**config.mk**
```make
export PLATFORM = sky130hd
export DESIGN_NAME = phase_pulse_gen
export DESIGN_NICKNAME = d
export VERILOG_FILES = /design/src/rtl/phase_pulse_gen_pkg.sv /design/src/rtl/phase_pulse_gen_chan.sv /design/src/rtl/phase_pulse_gen.sv
export SDC_FILE = /design/constraint.sdc
export NUM_CORES = 1
export LEC_CHECK = 0
export ABC_CLOCK_PERIOD_IN_PS = 7000
export CAP_MARGIN = 20
export CORE_ASPECT_RATIO = 0.6
export CORE_MARGIN = 1
export CORE_UTILIZATION = 55
export DETAILED_ROUTE_END_ITERATION = 10
export PLACE_DENSITY_LB_ADDON = 0.3
export RECOVER_POWER = 25
export SLEW_MARGIN = 10
export SYNTH_ARGS = -nofsm -noshare
export SYNTH_HDL_FRONTEND = slang
export SYNTH_HIERARCHICAL = 1
export SYNTH_SLANG_ARGS = --single-unit
```
**constraint.sdc**
```tcl
create_clock -name clk -period 7 [get_ports clk]
set_input_delay 1.05 -clock clk [delete_from_list [all_inputs] [get_ports clk]]
set_output_delay 1.05 -clock clk [all_outputs]
set_load 0.05 [all_outputs]
```
**src/rtl/phase_pulse_gen_pkg.sv**
```systemverilog
// Shared definitions for the phase pulse generator: FSM encoding and defaults.
package phase_pulse_gen_pkg;

    localparam int CNT_W_DEF      = 32;
    localparam int NS_PER_CLK_DEF = 5;

    typedef enum logic [1:0] {
        ST_IDLE  = 2'd0,
        ST_RUN   = 2'd1,
        ST_DRAIN = 2'd2
    } state_t;

endpackage

```
**src/rtl/phase_pulse_gen_chan.sv**
```systemverilog
// One pulse channel: free-running period counter with registered output.
// Starts at count 0 on 'start'; with stop_req set it halts at the end of the
// current period, so a pulse is never cut short.
module phase_pulse_gen_chan #(
    parameter int CNT_W = 32
) (
    input  logic             clk,
    input  logic             rst,
    input  logic             start,
    input  logic             stop_req,
    input  logic [CNT_W-1:0] period,
    input  logic [CNT_W-1:0] high,
    output logic             out,
    output logic             done
);

    logic [CNT_W-1:0] cnt, cnt_nxt;
    logic             run, run_nxt;

    // Next counter/run state; start has priority over a pending stop.
    always_comb begin
        cnt_nxt = cnt;
        run_nxt = run;
        if (start) begin
            cnt_nxt = '0;
            run_nxt = 1'b1;
        end else if (run) begin
            if (cnt == period - CNT_W'(1)) begin
                cnt_nxt = '0;
                run_nxt = !stop_req;
            end else begin
                cnt_nxt = cnt + CNT_W'(1);
            end
        end
    end

    // Output is registered from the next-state compare, so it has no extra lag.
    always_ff @(posedge clk or posedge rst) begin
        if (rst) begin
            cnt <= '0;
            run <= 1'b0;
            out <= 1'b0;
        end else begin
            cnt <= cnt_nxt;
            run <= run_nxt;
            out <= run_nxt && (cnt_nxt < high);
        end
    end

    assign done = !run;

endmodule

```
**src/rtl/phase_pulse_gen.sv**
```systemverilog
// Two-channel pulse generator: channel 1 repeats channel 0 delayed by
// delay_cyc clocks. Holds config, validation, run/drain FSM and the ch1 start delay.
module phase_pulse_gen
    import phase_pulse_gen_pkg::*;
#(
    parameter int CNT_W      = CNT_W_DEF,
    parameter int NS_PER_CLK = NS_PER_CLK_DEF
) (
    input  logic             clk,
    input  logic             rst,
    input  logic             cfg_valid,
    output logic             cfg_ready,
    input  logic [CNT_W-1:0] period_cyc,
    input  logic [CNT_W-1:0] high_cyc,
    input  logic [CNT_W-1:0] delay_cyc,
    input  logic             enable,
    output logic             cfg_err,
    output logic             busy,
    output logic [CNT_W-1:0] delay_ns,
    output logic             sig_out,
    output logic             sig_out1
);

    localparam logic [CNT_W-1:0] NS_K = CNT_W'(NS_PER_CLK);

    state_t           state, state_nxt;
    logic [CNT_W-1:0] act_period, act_high, act_delay;
    logic [CNT_W-1:0] dly_cnt;
    logic             dly_pend;
    logic             in_ok, act_ok, accept;
    logic             start0, start1, stop_req, running;
    logic             done0, done1;

    assign in_ok  = (period_cyc >= CNT_W'(2)) && (high_cyc != '0) &&
                    (high_cyc < period_cyc) && (delay_cyc < period_cyc);
    assign act_ok = (act_period >= CNT_W'(2)) && (act_high != '0) &&
                    (act_high < act_period) && (act_delay < act_period);

    assign cfg_ready = (state == ST_IDLE);
    assign busy      = (state != ST_IDLE);
    assign accept    = cfg_valid && cfg_ready;
    assign running   = (state == ST_RUN) && enable;
    assign stop_req  = !running;

    // Active config: only replaced by a valid offer; a bad offer flags cfg_err.
    always_ff @(posedge clk or posedge rst) begin
        if (rst) begin
            act_period <= '0;
            act_high   <= '0;
            act_delay  <= '0;
            cfg_err    <= 1'b0;
            delay_ns   <= '0;
        end else begin
            if (accept && in_ok) begin
                act_period <= period_cyc;
                act_high   <= high_cyc;
                act_delay  <= delay_cyc;
            end
            cfg_err  <= accept && !in_ok;
            delay_ns <= act_delay * NS_K;
        end
    end

    // State register.
    always_ff @(posedge clk or posedge rst) begin
        if (rst) state <= ST_IDLE;
        else     state <= state_nxt;
    end

    // Next state and channel start pulses.
    always_comb begin
        state_nxt = state;
        start0    = 1'b0;
        case (state)
            ST_IDLE: begin
                if (enable && act_ok) begin
                    state_nxt = ST_RUN;
                    start0    = 1'b1;
                end
            end
            ST_RUN: begin
                if (!enable) state_nxt = ST_DRAIN;
            end
            ST_DRAIN: begin
                if (done0 && done1) state_nxt = ST_IDLE;
            end
            default: state_nxt = ST_IDLE;
        endcase
        start1 = (start0 && (act_delay == '0)) ||
                 (running && dly_pend && (dly_cnt == CNT_W'(1)));
    end

    // Ch1 start delay; a pending start is dropped once enable falls.
    always_ff @(posedge clk or posedge rst) begin
        if (rst) begin
            dly_cnt  <= '0;
            dly_pend <= 1'b0;
        end else if (start0) begin
            dly_cnt  <= act_delay;
            dly_pend <= (act_delay != '0);
        end else if (running && dly_pend) begin
            if (dly_cnt == CNT_W'(1)) dly_pend <= 1'b0;
            else                      dly_cnt  <= dly_cnt - CNT_W'(1);
        end else if (!running) begin
            dly_pend <= 1'b0;
        end
    end

    phase_pulse_gen_chan #(.CNT_W(CNT_W)) u_ch0 (
        .clk      (clk),
        .rst      (rst),
        .start    (start0),
        .stop_req (stop_req),
        .period   (act_period),
        .high     (act_high),
        .out      (sig_out),
        .done     (done0)
    );

    phase_pulse_gen_chan #(.CNT_W(CNT_W)) u_ch1 (
        .clk      (clk),
        .rst      (rst),
        .start    (start1),
        .stop_req (stop_req),
        .period   (act_period),
        .high     (act_high),
        .out      (sig_out1),
        .done     (done1)
    );

endmodule
```
# Yosys cells after proc, flatten, opt, wreduce, memory -nomap -nowiden
# Index checks and enable logic that the tools add are counted.
[word_totals] register_bits=232 inputBits=100
[op_classes] eq_ne=11 n_addsub=4 n_lt_le_gt_ge=8 n_mul=1 mux=25 n_reduce_logical=31
[ops] operator="$mux 32" count=9
[ops] operator="$lt 32x32->1" count=6
[ops] operator="$reduce_bool 32->1" count=3
[ops] operator="$add 32x1->32 const B" count=2
[ops] operator="$eq 32x32->1" count=2
[ops] operator="$ge 32x2->1 const B" count=2
[ops] operator="$sub 32x1->32 const B" count=2
[ops] operator="$eq 32x1->1 const B" count=1
[ops] operator="$logic_not 32->1" count=1
[ops] operator="$mul 32x3->32 const B" count=1
[ops] operator="$logic_and 1x1->1" count=17
[ops] operator="$mux 1" count=12
[ops] operator="$mux 2" count=3
[ops] operator="$ne 2x2->1 const B" count=3
[ops] operator="$ne 3x2->1 const B" count=2
[ops] operator="$pmux 2 s3" count=1
[ops] operator="$reduce_and 2->1" count=2
[ops] operator="$reduce_bool 2->1" count=2
[ops] operator="$logic_not 1->1" count=3
[ops] operator="$reduce_and 3->1" count=1
[ops] operator="$eq 2x1->1 const B" count=1
[ops] operator="$eq 2x2->1 const B" count=1
[ops] operator="$logic_not 2->1" count=1
[ops] operator="$ne 2x1->1 const B" count=1
[ops] operator="$logic_or 1x1->1" count=1

# Depth between registers and ports, before layout
[logic_depth] word_depth=12 ltp_mapped=25 ltp_nobuf=21

# Hierarchy
# Netlist, hierarchy kept.
[by_module_without_submodules] module="phase_pulse_gen" cells_per_inst=1106 seq_area_each_um2=4103.9 n_inst=1 area_per_inst_um2=11360.9
[by_module_without_submodules] module="phase_pulse_gen_chan (u_ch0)" cells_per_inst=469 seq_area_each_um2=850.8 n_inst=1 area_per_inst_um2=3758.6
[by_module_without_submodules] module="phase_pulse_gen_chan (u_ch1)" cells_per_inst=455 seq_area_each_um2=850.8 n_inst=1 area_per_inst_um2=3669.8

# Worst setup path before layout
# Ideal clock, no wire load.
[synth_timing] path_type="register to register" from="reg act_period[29]" to="reg u_ch1.out" setup_slack_ns=2.227 path_stages_with_launch=25 period_less_slack_ns=4.773 required_ns=6.872 setup_time_ns=0.128 arrival_ns=4.645 cell_sequence="dfrtp_1 -> inv_1 -> ha_1 -> a21oi_1 -> o22a_1 -> nand4_1 -> a2111oi_0 -> o221ai_1 -> a31oi_1 -> o211ai_2 -> inv_2 -> buf_6 -> buf_2 -> a32o_1 -> clkbuf_1 -> clkbuf_1 -> nor3_1 -> ha_1 -> nand4_1 -> or2_2 -> or3_1 -> o221ai_1 -> o21ai_0 -> nand3b_1 -> nor3b_1"
[synth_via] elab_chain_len=12 elab_cells_between_ends=21 cone_classes="add/sub (1); order compare (4); eq/ne (1); mux (8); reduce/logical (7)"
[synth_rtl] element="from (decl)" line_no="phase_pulse_gen.sv:27" text="logic [CNT_W-1:0] act_period, act_high, act_delay;"
[synth_rtl] element="from (signal assigned)" line_no="phase_pulse_gen.sv:55" text="act_period <= period_cyc;"
[synth_rtl] element="$ge 32x2->1" line_no="phase_pulse_gen.sv:36" text="assign act_ok = (act_period >= CNT_W'(2)) && (act_high != '0) &&"
[synth_rtl] element="$logic_and 1x1->1 (2 in a row)" line_no="phase_pulse_gen.sv:36"
[synth_rtl] element="$logic_and 1x1->1 (*)" line_no="phase_pulse_gen.sv:37" text="(act_high < act_period) && (act_delay < act_period);"
[synth_rtl] element="$logic_and 1x1->1 (*)" line_no="phase_pulse_gen.sv:76" text="if (enable && act_ok) begin"
[synth_rtl] element="$mux 1 (*)" line_no="phase_pulse_gen.sv:76"
[synth_rtl] element="$mux 1 (*)" line_no="phase_pulse_gen.sv:74" text="case (state)"
[synth_rtl] element="$logic_and 1x1->1 (*)" line_no="phase_pulse_gen.sv:89" text="start1 = (start0 && (act_delay == '0)) ||"
[synth_rtl] element="$logic_or 1x1->1 (*)" line_no="phase_pulse_gen.sv:89"
[synth_rtl] element="net start1" line_no="phase_pulse_gen.sv:31" text="logic start0, start1, stop_req, running;"
[synth_rtl] element="$mux 32 (*)" line_no="phase_pulse_gen_chan.sv:24" text="if (start) begin"
[synth_rtl] element="net u_ch1.cnt_nxt[15]" line_no="phase_pulse_gen_chan.sv:17" text="logic [CNT_W-1:0] cnt, cnt_nxt;"
[synth_rtl] element="$lt 32x32->1 (*)" line_no="phase_pulse_gen_chan.sv:46" text="out <= run_nxt && (cnt_nxt < high);"
[synth_rtl] element="$logic_and 1x1->1 (*)" line_no="phase_pulse_gen_chan.sv:46"
[synth_rtl] element="to (signal assigned)" line_no="phase_pulse_gen_chan.sv:46"
[synth_rtl] element="to (decl)" line_no="phase_pulse_gen_chan.sv:13" text="output logic out,"
# The timed path passes the listed nets; every way through them passes the cells marked *.
# A chain may end at the register's enable or synchronous reset.

# Final worst setup path
[layout_timing] from="reg act_period[0]" to="reg u_ch0.out"
[layout_via] elab_chain_len=10 elab_cells_between_ends=19 cone_classes="add/sub (1); order compare (4); eq/ne (1); mux (8); reduce/logical (5)"
[layout_rtl] element="branches (longest 7 deep; another with $sub 32x1->32)"
[layout_rtl] element="$mux 32 (*)" line_no="phase_pulse_gen_chan.sv:24"
[layout_rtl] element="net u_ch0.cnt_nxt[5]" line_no="phase_pulse_gen_chan.sv:17"
[layout_rtl] element="$lt 32x32->1 (*)" line_no="phase_pulse_gen_chan.sv:46"
[layout_rtl] element="$logic_and 1x1->1 (*)" line_no="phase_pulse_gen_chan.sv:46"
[layout_rtl] element="to (signal assigned)" line_no="phase_pulse_gen_chan.sv:46"
[layout_rtl] element="to (decl)" line_no="phase_pulse_gen_chan.sv:13"
# Mark *: on every way through the listed nets, which the timed path passes.

==> summary.md <==
| Metric | Value |
|---|---|
| Drt drc | `0` |
| WS Path Type | `flip-flop to flip-flop` |
| Startpoint types | `flip-flop` |
| Routed length per placed instance | `24.5 um` |
| CP required | `7.45 ns` |
| Failing checks | `max-capacitance violations, max-slew violations` |
| Die area | `34900 um^2` |
| Least-Margin Pin Slew | `3.66 ns` |
| CTS Buf Count | `25` |
| DP HPWL | `50.6 mm` |
| Cell Pwr Density | `494 nW/um^2` |
| TritonCTS clock tree | `yes` |
| Worst-skew pair later-pin latency | `0.55 ns` |
| Max Buffers Root-to-Sink | `3` |
| Setup TNS | `0 ns` |
| Inst Count DP | `2585` |
| DR iter-0 viols | `2287` |
| WP data arrival | `6.73 ns` |
| Die Wd | `around 240 um` |
| Crit end category | `flip-flop` |
| First-pass GRT wire length | `97.9 mm` |
| Clock skew | `around 0.010 ns` |
| Int Pwr | `5.23 mW` |
| Initial antenna violation count | `3` |
| Syn Std Cell Area | `18800 um^2` |
| R2R Setup Slk | `0.73 ns` |
| Worst VDD drop | `0.344 mV` |
| Initial Utilization | `55.9%` |
| CP Max Fanout | `31` |
| RSZ-0062 raised after global routing | `no` |
| Filler cells | `2795` |
| DRT Wirelength | `roughly 64 mm` |
| Core Area | `33600 um^2` |
| Mapped Nets | `about 2400` |
| Yosys warnings | `6` |
| Max-slew violation count | `143` |
| Flop pwr share | `29.5%` |
| Rows | `52` |
| Die H | `~150 um` |
| Pre-CTS WS | `0.948 ns` |
| EDFF count, synth | `0` |
| Via-to-Cell Ratio | `6.58` |
| Mapped Cells | `between 2000 and 2500` |
| Worst hold path class | `flip-flop to flip-flop` |
| Share of cells above drive strength 1 | `under 10%` |
| Worst hold margin | `slightly above 0.5 ns` |
| Residual overflow from global routing | `0` |
| #FFs+latches synth | `232` |
| Root Driver | `clkbuf_16` |
| PostCTS Resize Cnt | `0` |
| Post-route insts no fill | `2629` |
| Tot GR Track Use | `36.8%` |
| Routed via count | `17300` |
| Mean Syn Cell Area | `9.26 um^2` |
| Largest net degree at the start of global routing | `73` |
| Synth Flop Type | `dfrtp_1` |
| Logic pwr share | `57.5%` |
| Post-synth cell types | `94` |
| Area of the multi-input gates | `12100 um^2` |
| # IOs | `137` |
| Max_slew headroom | `-145%` |
| Port Buf Inserts | `136` |
| Number of H-tree levels | `1` |
| Post-synthesis sequential area ratio | `a little under a third` |
| Area delta synth->final | `13.6%` |
| Period minus WS final | `6.27 ns` |
| Net Switching | `5.30 mW` |
| First-pass DRT Iterations | `5` |
| Clock Power Share | `12.9%` |
| Sw Ratio | `50.3%` |
| Leak pwr | `9.49 nW` |
| Setup Viol. Count Final | `0` |
| CTS Sinks | `232` |
| Nets | `between 2000 and 3000` |
| Max-cap violation count | `3` |
| Vias in the first global route | `16300` |
| Post-CTS setup buffers | `0` |
| PnR worst setup slack | `0.725 ns` |
| GP Congestion | `0.989` |
| Fmax | `approximately 160 MHz` |
| Clock transition at path regs | `approximately 0.060 ns` |
| DRT antenna net count | `0` |
| Hold Violations, Final | `0` |
| Run status | `finished with violations` |
| Storage cell area | `5810 um^2` |
| Crit share post-route | `89.6%` |
| Post-synth ARST share | `100%` |
| Hold-fix buffers at CTS | `0` |
## power by group through the flow
stage | Sequential (mW) | Clock (mW) | Combinational [mW]
4_1_cts | 3.05 | 1.37 | 5.93
2_1_floorplan | 2.90 | 0 | 4.13
5_1_grt | 3.16 | 1.42 | 6.61
3_5_place_dp | 3.07 | 0 | 5.86
6_report | 3.11 | 1.36 | 6.06
3_3_place_gp | 3.05 | 0 | 5.65
## Yosys cell counts (54+ instances only)
cell,number,area (um^2)
ha_1,249,3120
dfrtp_1,232,5810
inv_1,161,604
nor2_1,138,518
nand2_1,105,394
xnor2_1,102,893
a21oi_1,94,470
xor2_1,78,683
nor3_1,75,375
nor4_1,72,450
mux2_2,70,788
nand4_1,70,438
o21ai_0,67,335
nand3_1,54,270
## layer usage
| metal | track usage [%] | wire (um) |
|---|---|---|
| met1 | 58.1 | 29100 |
| met2 | 47.6 | 24600 |
| met3 | 10.1 | 8950 |
| met4 | 10.2 | 1760 |
| met5 | 0 | 10 |
## final timing paths
check | endpoint | depth (start not counted) | from
min in group asynchronous | u_ch1/cnt[6] | 3 | rst
setup / recovery | u_ch0/out | 17 | act_period[0]
setup reg to reg | u_ch0/out | 17 | act_period[0]
hold / removal | dly_cnt[5] | 1 | dly_cnt[5]
max in group asynchronous | delay_ns[28] | 3 | rst
hold reg to reg | dly_cnt[5] | 1 | dly_cnt[5]
## final cells by class
class                      count  area share [%]
antenna                        1          0.0117
clock buffer                  35            3.44
clock inverter                 8           0.352
inverter                     162            2.86
multi-input combinational   1581            56.5
sequential                   232            27.2
tap                          459            2.69
timing repair buffer         151            6.93
## critical path, stage by stage (launching register included)
cell	delay [ns]
dfrtp_1	0.53
or4_1	0.74
or4_1	0.84
a2111oi_4	0.38
o221ai_2	0.15
nor4_1	0.30
and4_1	0.28
a41o_2	0.70
nor2_1	0.17
ha_1	0.33
a21o_1	0.16
a21oi_1	0.14
nor2b_1	0.07
nor4_1	0.68
nor4_1	0.17
a21oi_1	0.17
o211ai_1	0.10
a211oi_1	0.22
## cells in the final DEF (no fill, tap or decap), types with 67 or more instances in the layout
cell	instances
ha_1	249
dfrtp_1	232
inv_1	160
nor2_1	138
clkdlybuf4s50_1	134
nand2_1	105
xnor2_1	102
a21oi_1	94
xor2_1	78
nor3_1	75
nor4_1	72
nand4_1	70
mux2_2	70
o21ai_0	67
## stage by stage
step / area, um^2 / utilization [%] / total power, mW
after detailed placement: 20500 / 61.1 / 8.94
final: 21300 / 63.4 / 10.5
after floorplan: 18800 / - / 7.03
after global routing: 21300 / 63.4 / 11.2
after global placement: 20500 / 61.1 / 8.70
after CTS: 21300 / 63.5 / 10.4
## cells by family after synthesis
group	count (synthesis)	share of synthesized area, %
buffers and inverters	217	4.93
AO/OA/AOI/OAI	374	13.6
flip-flops	232	30.9
AND/OR/NAND/NOR	671	19.3
multiplexers	105	6.06
adder cells (fa/ha/maj)	251	16.7
XOR/XNOR	180	8.39
## flip-flops by register name, summed over array words and instances, names as in the netlist
signal	flops
cfg_err	1
delay_ns	32
u_ch0/run	1
act_high	32
act_period	32
u_ch1/run	1
dly_pend	1
u_ch0/cnt	32
u_ch1/out	1
u_ch1/cnt	32
act_delay	32
state	2
u_ch0/out	1
dly_cnt	32
(Power assumes the default switching activity.)
